## src/rtl/pri_islip_scheduler.sv

```systemverilog
// Multi-iteration priority-aware iSLIP scheduler for an N x N crossbar.
// Grant/accept iterations with round-robin tie-break pointers.
module pri_islip_scheduler #(
    parameter  int N    = 4,
    parameter  int P    = 16,
    parameter  int ITER = 4,
    localparam int PW   = $clog2(P),
    localparam int CW   = $clog2(N + 1)
) (
    input  logic              clk,
    input  logic              reset,
    input  logic              start,
    input  logic [N*N*PW-1:0] pri_req_in,
    output logic [N*N-1:0]    decision,
    output logic              decision_ready,
    output logic              busy,
    output logic [CW-1:0]     match_count
);

    localparam int PTRW = $clog2(N);
    localparam int IW   = $clog2(ITER + 1);

    typedef enum logic [1:0] {IDLE, GRANT, ACCEPT, DONE} state_t;

    state_t           state_q, state_d;
    logic [PW-1:0]    req_q [N][N];
    logic [N*N-1:0]   match_q;
    logic [N*N-1:0]   match_nx;
    logic [N*N-1:0]   acc_m;
    logic [N-1:0]     in_m, out_m;
    logic [PTRW-1:0]  g_ptr [N];
    logic [PTRW-1:0]  a_ptr [N];
    logic [N-1:0]     gnt_v_q, gnt_v_d;
    logic [PTRW-1:0]  gnt_i_q [N];
    logic [PTRW-1:0]  gnt_i_d [N];
    logic [IW-1:0]    iter_q;
    logic [CW-1:0]    nx_cnt;

    function automatic int wrap_idx(input int x);
        return (x >= N) ? x - N : x;
    endfunction

    function automatic logic [PTRW-1:0] ptr_inc(input int x);
        return (x == N - 1) ? '0 : PTRW'(x + 1);
    endfunction

    // Rows/columns already used by the match set of this round
    always_comb begin
        in_m  = '0;
        out_m = '0;
        for (int i = 0; i < N; i++) begin
            for (int j = 0; j < N; j++) begin
                if (match_q[i*N+j]) begin
                    in_m[i]  = 1'b1;
                    out_m[j] = 1'b1;
                end
            end
        end
    end

    // Grant: each free output picks the highest-priority free requester, RR from g_ptr
    always_comb begin
        logic [PW-1:0] best;
        int            idx;
        best    = '0;
        idx     = 0;
        gnt_v_d = '0;
        for (int j = 0; j < N; j++) begin
            gnt_i_d[j] = '0;
            best       = '0;
            for (int k = 0; k < N; k++) begin
                idx = wrap_idx(int'(g_ptr[j]) + k);
                if (!out_m[j] && !in_m[idx] && req_q[idx][j] > best) begin
                    best       = req_q[idx][j];
                    gnt_v_d[j] = 1'b1;
                    gnt_i_d[j] = PTRW'(idx);
                end
            end
        end
    end

    // Accept: each free input picks its best grant, RR from a_ptr
    always_comb begin
        logic [PW-1:0] best;
        int            idx;
        int            sel;
        best  = '0;
        idx   = 0;
        sel   = -1;
        acc_m = '0;
        for (int i = 0; i < N; i++) begin
            best = '0;
            sel  = -1;
            for (int k = 0; k < N; k++) begin
                idx = wrap_idx(int'(a_ptr[i]) + k);
                if (!in_m[i] && gnt_v_q[idx] && int'(gnt_i_q[idx]) == i
                    && req_q[i][idx] > best) begin
                    best = req_q[i][idx];
                    sel  = idx;
                end
            end
            if (sel >= 0) acc_m[i*N+sel] = 1'b1;
        end
    end

    // Match set after this iteration and its population count
    always_comb begin
        match_nx = match_q | acc_m;
        nx_cnt   = '0;
        for (int b = 0; b < N * N; b++) nx_cnt = nx_cnt + CW'(match_nx[b]);
    end

    // Round sequencing; stop early once an iteration adds nothing
    always_comb begin
        state_d = state_q;
        unique case (state_q)
            IDLE:    if (start) state_d = GRANT;
            GRANT:   state_d = ACCEPT;
            ACCEPT:  state_d = (acc_m == '0 || iter_q == IW'(ITER - 1)) ? DONE : GRANT;
            DONE:    state_d = IDLE;
            default: state_d = IDLE;
        endcase
    end

    // State, request latch, match set, pointers and published result
    always_ff @(posedge clk or posedge reset) begin
        if (reset) begin
            state_q     <= IDLE;
            match_q     <= '0;
            gnt_v_q     <= '0;
            iter_q      <= '0;
            decision    <= '0;
            match_count <= '0;
            for (int i = 0; i < N; i++) begin
                g_ptr[i]   <= '0;
                a_ptr[i]   <= '0;
                gnt_i_q[i] <= '0;
                for (int j = 0; j < N; j++) req_q[i][j] <= '0;
            end
        end else begin
            state_q <= state_d;
            unique case (state_q)
                IDLE: begin
                    if (start) begin
                        match_q <= '0;
                        iter_q  <= '0;
                        for (int i = 0; i < N; i++)
                            for (int j = 0; j < N; j++)
                                req_q[i][j] <= pri_req_in[(i*N+j)*PW +: PW];
                    end
                end
                GRANT: begin
                    gnt_v_q <= gnt_v_d;
                    for (int j = 0; j < N; j++) gnt_i_q[j] <= gnt_i_d[j];
                end
                ACCEPT: begin
                    match_q <= match_nx;
                    iter_q  <= iter_q + 1'b1;
                    if (iter_q == '0) begin
                        for (int i = 0; i < N; i++) begin
                            for (int j = 0; j < N; j++) begin
                                if (acc_m[i*N+j]) begin
                                    a_ptr[i] <= ptr_inc(j);
                                    g_ptr[j] <= ptr_inc(i);
                                end
                            end
                        end
                    end
                    if (state_d == DONE) begin
                        decision    <= match_nx;
                        match_count <= nx_cnt;
                    end
                end
                default: ;
            endcase
        end
    end

    assign decision_ready = (state_q == DONE);
    assign busy           = (state_q != IDLE);

endmodule

```

## config.mk

```make
export PLATFORM = sky130hd
export DESIGN_NAME = pri_islip_scheduler
export DESIGN_NICKNAME = d
export VERILOG_FILES = /design/src/rtl/pri_islip_scheduler.sv
export SDC_FILE = /design/constraint.sdc
export NUM_CORES = 1
export LEC_CHECK = 0
export BUFFER_PORTS_ARGS = -buffer_cell sky130_fd_sc_hd__buf_2
export CORE_ASPECT_RATIO = 1.2
export CORE_MARGIN = 2
export CORE_UTILIZATION = 45
export CTS_CLUSTER_DIAMETER = 80
export CTS_CLUSTER_SIZE = 30
export DETAILED_ROUTE_END_ITERATION = 10
export GPL_TIMING_DRIVEN = 0
export HOLD_SLACK_MARGIN = 0.08
export PLACE_DENSITY = 0.75
export SYNTH_ARGS = -nofsm -noshare
export SYNTH_HDL_FRONTEND = slang
export SYNTH_SLANG_ARGS = --single-unit
```

## constraint.sdc

```tcl
create_clock -name clk -period 8.95 [get_ports clk]
set_input_delay 0.895 -clock clk [delete_from_list [all_inputs] [get_ports clk]]
set_output_delay 0.895 -clock clk [all_outputs]
set_load 0.02 [all_outputs]
```

Word-level counts from Yosys, hierarchy flattened:

Cells that the tools add are included.

* $add $sub $neg: 75
* $mul: 0
* div/mod/pow operators: 0
* $lt $le $gt $ge: 140
* equality and inequality tests: 18
* shift-type cells: 0
* multiplexer cells: 425
* bitwise logic cells: 36
* reduce and logical (&&, ||, !) cells: 137

Operators by type and width (number)
* $mux 32: 48
* $ge 32x3->1 const B: 32
* $lt 32x4->1 const B: 32
* $not 32->32: 32
* $bmux 16 s2: 16
* $ge 32x1->1 const B: 8
* $mux 4: 64
* $mux 16: 13
* $mux 2: 81
* $bmux 4 s2: 16
* $lt 32x6->1 const B: 4
* $mux 1: 115
* $gt 4x4->1: 24
* $mux 12: 8
* $sub 3x3->4 const B: 24
* $logic_and 1x1->1: 84
* $ge 3x3->1 const B: 24
* $add 5x32->32 const A: 2
* $bmux 1 s2: 32
* $bmux 2 s2: 16
* $mux 8: 8
* $or 16x16->16: 4
* $add 2x2->3 const B: 16
* $add 3x1->3: 13
* other kinds (26): 115

* bits in registers: 132
* latch bits: 0
* memory bits (writable): 0
* ROM bits: 0
* bits of input ports: 67
* output and inout bits: 21
* word-level logic and storage cells: 865
* memories: 0

Depth between registers and ports, before layout:

* depth after elaboration: 46
* depth in mapped cells: 46
* mapped depth without buffers: 41

Worst setup path before layout:

No wires, ideal clock.

* path kind: flip-flop to flip-flop
* start: reg a_ptr[7] (netlist bit)
* end: reg match_count[2]
* setup time: 0.125 ns
* arrival: 9.549 ns
* data required time: 8.825 ns
* setup slack: -0.724 ns
* stages on the path, launching flop included: 42
* path buffers: 4
* clock period less this slack: 9.674 ns
* cell sequence: dfrtp_1 buf_2 inv_1 ha_1 buf_1 clkbuf_1 mux4_2 ha_1 nand4_1 nand2_1 a21oi_1 and3_1 clkbuf_1 nor2_1 a21oi_1 ha_1 and4b_1 a211oi_1 (+6 left out) a211oi_4 and2_2 a211oi_1 or2b_1 nor2_1 or2_2 fa_1 fa_1 fa_1 inv_1 fa_1 inv_1 ha_1 inv_1 fa_1 xnor2_1 xnor2_1 mux2_4

* elaborated cells on any way between the ends: 117

RTL lines
* start: declaration: RTL line 32 `logic [PTRW-1:0] a_ptr [N];`
* start signal: indexed assignment: RTL line 163 `a_ptr[i] <= ptr_inc(j);`
* parallel branches: the longest is 18 deep, another holds $sub 2x3->4
* $mux 32 (*): RTL line 96 `if (!in_m[i] && gnt_v_q[idx] && int'(gnt_i_q[idx]) == i`
* $ge 32x1->1 / $lt 32x6->1 (equally long branches): RTL line 102 `if (sel >= 0) acc_m[i*N+sel] = 1'b1;`
* $logic_and 1x1->1 (implied by the code): RTL line 102
* $mux 1 (implied by the code): RTL line 102
* $demux 1 s4: RTL line 102
* $mux 16 (*): RTL line 102
* $or 16x16->16 (no line)
* $mux 16 (*): RTL line 102
* $or 16x16->16 (no line)
* $mux 16 (*): RTL line 102
* $or 16x16->16 (no line)
* $mux 16 (*): RTL line 102
* $or 16x16->16 (*): RTL line 108 `match_nx = match_q | acc_m;`
* named net match_nx[3]: RTL line 28 `logic [N*N-1:0] match_nx;`
* $add 3x1->3 (*) (13 in a row): RTL line 110 `for (int b = 0; b < N * N; b++) nx_cnt = nx_cnt + CW'(match_nx[b]);`
* end signal: assignment: RTL line 171 `match_count <= nx_cnt;`
* end: declaration: RTL line 17 `output logic [CW-1:0] match_count`

Mark *: on every way through the listed nets, which the timed path passes. The select of a mux whose other input is x is not followed.
A chain may end at the register's enable or synchronous reset.

Worst setup path after layout:

* start: reg gnt_v_q[2]
* end: reg match_count[2]

* elaborated cells on any way between the ends: 192

RTL lines
* start: declaration: RTL line 33 `logic [N-1:0] gnt_v_q, gnt_v_d;`
* start signal: assignment: RTL line 153 `gnt_v_q <= gnt_v_d;`
* $bmux 1 s2: RTL line 96
* $mux 1 (implied by the code) (2 in a row): RTL line 96
* $logic_and 1x1->1 (2 in a row): RTL line 96
* $logic_and 1x1->1: RTL line 97 `&& req_q[i][idx] > best) begin`
* $mux 4: RTL line 96
* $gt 4x4->1: RTL line 97
* $logic_and 1x1->1: RTL line 97
* $mux 4: RTL line 96
* (+12 left out)
* $mux 16: RTL line 102
* $or 16x16->16 (no line)
* $mux 16: RTL line 102
* $or 16x16->16 (no line)
* $mux 16 (*): RTL line 102
* $or 16x16->16 (*): RTL line 108
* named net match_nx[3]: RTL line 28
* $add 3x1->3 (*) (13 in a row): RTL line 110

The timed path passes the listed nets; every way through them passes the cells marked *. The select of a mux whose other input is x is not followed.

==> metrics.txt <==
Crit Reg-Reg Endpoint=match_count[2]$_DFFE_PP0P_; Die Outline Area=33700 um^2; Period minus WS final=9300 ps; HP Class=reg -> reg; Most Frequent Cell on Critical Path=sky130_fd_sc_hd__fa_1; drt first-iter violations=1911; library cell contributing the largest single delay on the critical path=sky130_fd_sc_hd__fa_1; worst setup slack for register-to-register paths=-350 ps; Worst setup SP type=register; Placement Rows=72; max cap viols=0; weighted congestion at the end of routability-driven global placement=1.04; Final Hold Violating Endpoints=0; placeable core region=32000 um^2; Async SR Flop Fraction=1.00; Ys Warns=0; cell count of the worst reg-to-reg path=39; summed instance area of the synthesized netlist=14500 um^2; number of enable flip-flop cells after synthesis=0; Starting Density=0.454; I/O pin count=a little under 90; buffer cell driving the clock tree root=sky130_fd_sc_hd__clkbuf_16; start of the worst register-to-register path=gnt_v_q[2]$_DFFE_PP0N_; Clock Skews=15.2 ps; first-pass GRT wire length=84400 um; Synth Register Bits=132; most common cell after layout, fill and taps aside=sky130_fd_sc_hd__nand2_1; final layout net count=approximately 2100; wirelength, routed=56800 um; Seq/Total Area, Yosys=0.228; die outline width=168 um; share of Yosys cell area claimed by the top area cell type=0.228; maximum number of pins on one net before global-route repair=69; Setup crit start=gnt_v_q[2]$_DFFE_PP0N_; antenna violations before repair=3; Skew-Pair Late Insertion Delay=~460 ps; number of distinct library cells after synthesis=92; area growth from synthesis to layout=27.1%; CP top delay family=adder cells; buffers and inverters on the worst path=4; commonest non-fill, non-tap cells in the layout=sky130_fd_sc_hd__nand2_1 (312), sky130_fd_sc_hd__buf_4 (154), sky130_fd_sc_hd__dfrtp_1 (121); Crit. path cell count=39; final worst setup slack=-352 ps; Setup Crit Path Kind=reg -> reg; Final ANT Viol Nets=0; number of setup violations in the final report=20; critical path's largest stage delay=550 ps; required arrival time at the worst endpoint=9290 ps; Main synth FF type=sky130_fd_sc_hd__dfrtp_1; setup repair after global routing missed its margin=yes; total CTS buffers=17; nature of the critical path endpoint=register; Syn Nets=1836; post-synthesis instance total=1644; IO Port Bufs=87; result of the run=finished, violations left; Max transition margin=0.204; CTS sink count=132; aggregate global-route resource usage=0.326; Synth area leader=sky130_fd_sc_hd__dfrtp_1; Setup TNS=-4400 ps; Critical Path AT=9640 ps; maximum net fanout on the critical path=8; leading post-synthesis cells by cell area=sky130_fd_sc_hd__dfrtp_1 (23%), sky130_fd_sc_hd__mux4_2 (16%), sky130_fd_sc_hd__ha_1 (9.9%); Worst-Margin Slew=1190 ps; capturing element of the worst setup path=match_count[2]$_DFFE_PP0P_; average wire per standard cell=roughly 24 um; count of H-tree levels built during CTS=4; number of buffers between clock root and the deepest sink=2; HPWL after detailed placement=~38000 um; DRC violation count after routing=0; vias in the first global route=about 15000; area occupied by registers=3320 um^2; average size of a mapped cell=8.83 um^2; Die Span Y=201 um; clock slew at the register clock pins of the worst setup and hold paths=60 ps; TritonCTS clock tree=built; routed via count divided by cell count=between 6 and 7; leftover overflow at the end of global routing=0; hold buffers post-CTS=0; layout filler cell count=approximately 2600; violated checks=negative setup slack; area occupied by multi-input gates=~11000 um^2; final clock period utilization by the worst path=1.04; maximum achievable frequency=107 MHz; number of iterations in the first detailed-routing pass=6; layout cell share with drive strength beyond 1=0.325; number of vias in the routed layout=around 15000; number of pins exceeding their max-slew limit in the final report=0
==> routing by layer <==
| layer | vias up | GRT usage | share of wire |
|---|---|---|---|
| met1 | 7294 | 0.370 | 0.34 |
| met2 | 1046 | 0.526 | 0.47 |
| met4 | 2 | 0.246 | 0.087 |
| met5 | - | 0 | 0.00023 |
| li1 | 6555 | - | - |
| met3 | 359 | 0.0834 | 0.11 |
==> area by class of cell <==
class | instances | share of cell area
inverter | 81 | 0.0180
sequential | 132 | 0.180
clock inverter | 13 | 0.00929
buffer | 90 | 0.0328
tap | 407 | 0.0276
timing repair buffer | 243 | 0.0892
clock buffer | 18 | 0.0238
multi-input combinational | 1337 | 0.619
antenna | 2 | 0.000271
==> cell families (layout without fill, tap and decap cells) <==
logic type / after synthesis / after routing / share of synthesized area
AO/OA/AOI/OAI: 339 / 339 / 0.151
XOR/XNOR: 13 / 13 / 0.00785
adder cells (fa/ha/maj): 125 / 125 / 0.113
buffers and inverters: 175 / 445 / 0.0489
flip-flops: 132 / 132 / 0.228
multiplexers: 202 / 202 / 0.237
other: 0 / 2 / 0
AND/OR/NAND/NOR: 658 / 658 / 0.214
==> worst reg2reg max path, delay by kind of cell (launching register included) <==
kind	cells	cell delay [ps]
fa+ha+maj	9	3270
buf+inv	4	350
mux	2	790
xor+xnor	2	290
compound gates	8	1380
flops	1	490
simple gates	14	2600
==> synthesized netlist by cell type (29+ instances only) <==
cell type                    n
sky130_fd_sc_hd__mux4_2    103
sky130_fd_sc_hd__mux2i_1    61
sky130_fd_sc_hd__nor2b_1    31
sky130_fd_sc_hd__inv_1      76
sky130_fd_sc_hd__clkbuf_1   63
sky130_fd_sc_hd__dfrtp_1   132
sky130_fd_sc_hd__o21ai_0    88
sky130_fd_sc_hd__nor2_1    120
sky130_fd_sc_hd__ha_1      115
sky130_fd_sc_hd__nand2_1   323
sky130_fd_sc_hd__a21oi_1   104
sky130_fd_sc_hd__nand2b_1   29
==> repair_timing <==
action / in CTS / in global routing
hold endpoints to repair: 0 / 0
pin swaps: 57 / 52
gates cloned: 1 / 0
endpoints found under the setup margin: 3 / 21
buffers inserted: 110 / 43
resized for setup: 163 / 94
==> per-stage QoR <==
step	cells	area (um^2)	utilization	setup slack [ps]	hold slack [ps]
after floorplan	1644	14600	-	16.0	489
after global placement	2138	15500	0.486	-1180	493
after detailed placement	2140	15600	0.487	-1280	491
after CTS	2280	17600	0.552	-130	517
after global routing	2322	18400	0.577	-598	532
final	2323	18400	0.577	-352	518
==> how the worst min path moves through the flow <==
stage                                from                    endpoint  slack (ps)  cells after the start
4_1_cts           decision[7]$_DFFE_PP0P_     decision[7]$_DFFE_PP0P_         520                      1
5_1_grt           decision[0]$_DFFE_PP0P_     decision[0]$_DFFE_PP0P_         530                      1
6_report          decision[7]$_DFFE_PP0P_     decision[7]$_DFFE_PP0P_         520                      1
3_5_place_dp      decision[7]$_DFFE_PP0P_     decision[7]$_DFFE_PP0P_         490                      1
3_3_place_gp   match_count[0]$_DFFE_PP0P_  match_count[0]$_DFFE_PP0P_         490                      1
2_1_floorplan       iter_q[0]$_DFFE_PP0P_       iter_q[0]$_DFFE_PP0P_         490                      1
==> state kept, by name, indices dropped and copies added (netlist names) <==
signal,count
a_ptr,8
decision,16
g_ptr,8
gnt_i_q,8
gnt_v_q,4
iter_q,3
match_count,3
match_q,16
req_q,64
state_q,2
Power is not shown: default switching activity piles up to over one toggle a cycle in this logic, so the estimate is an artifact.
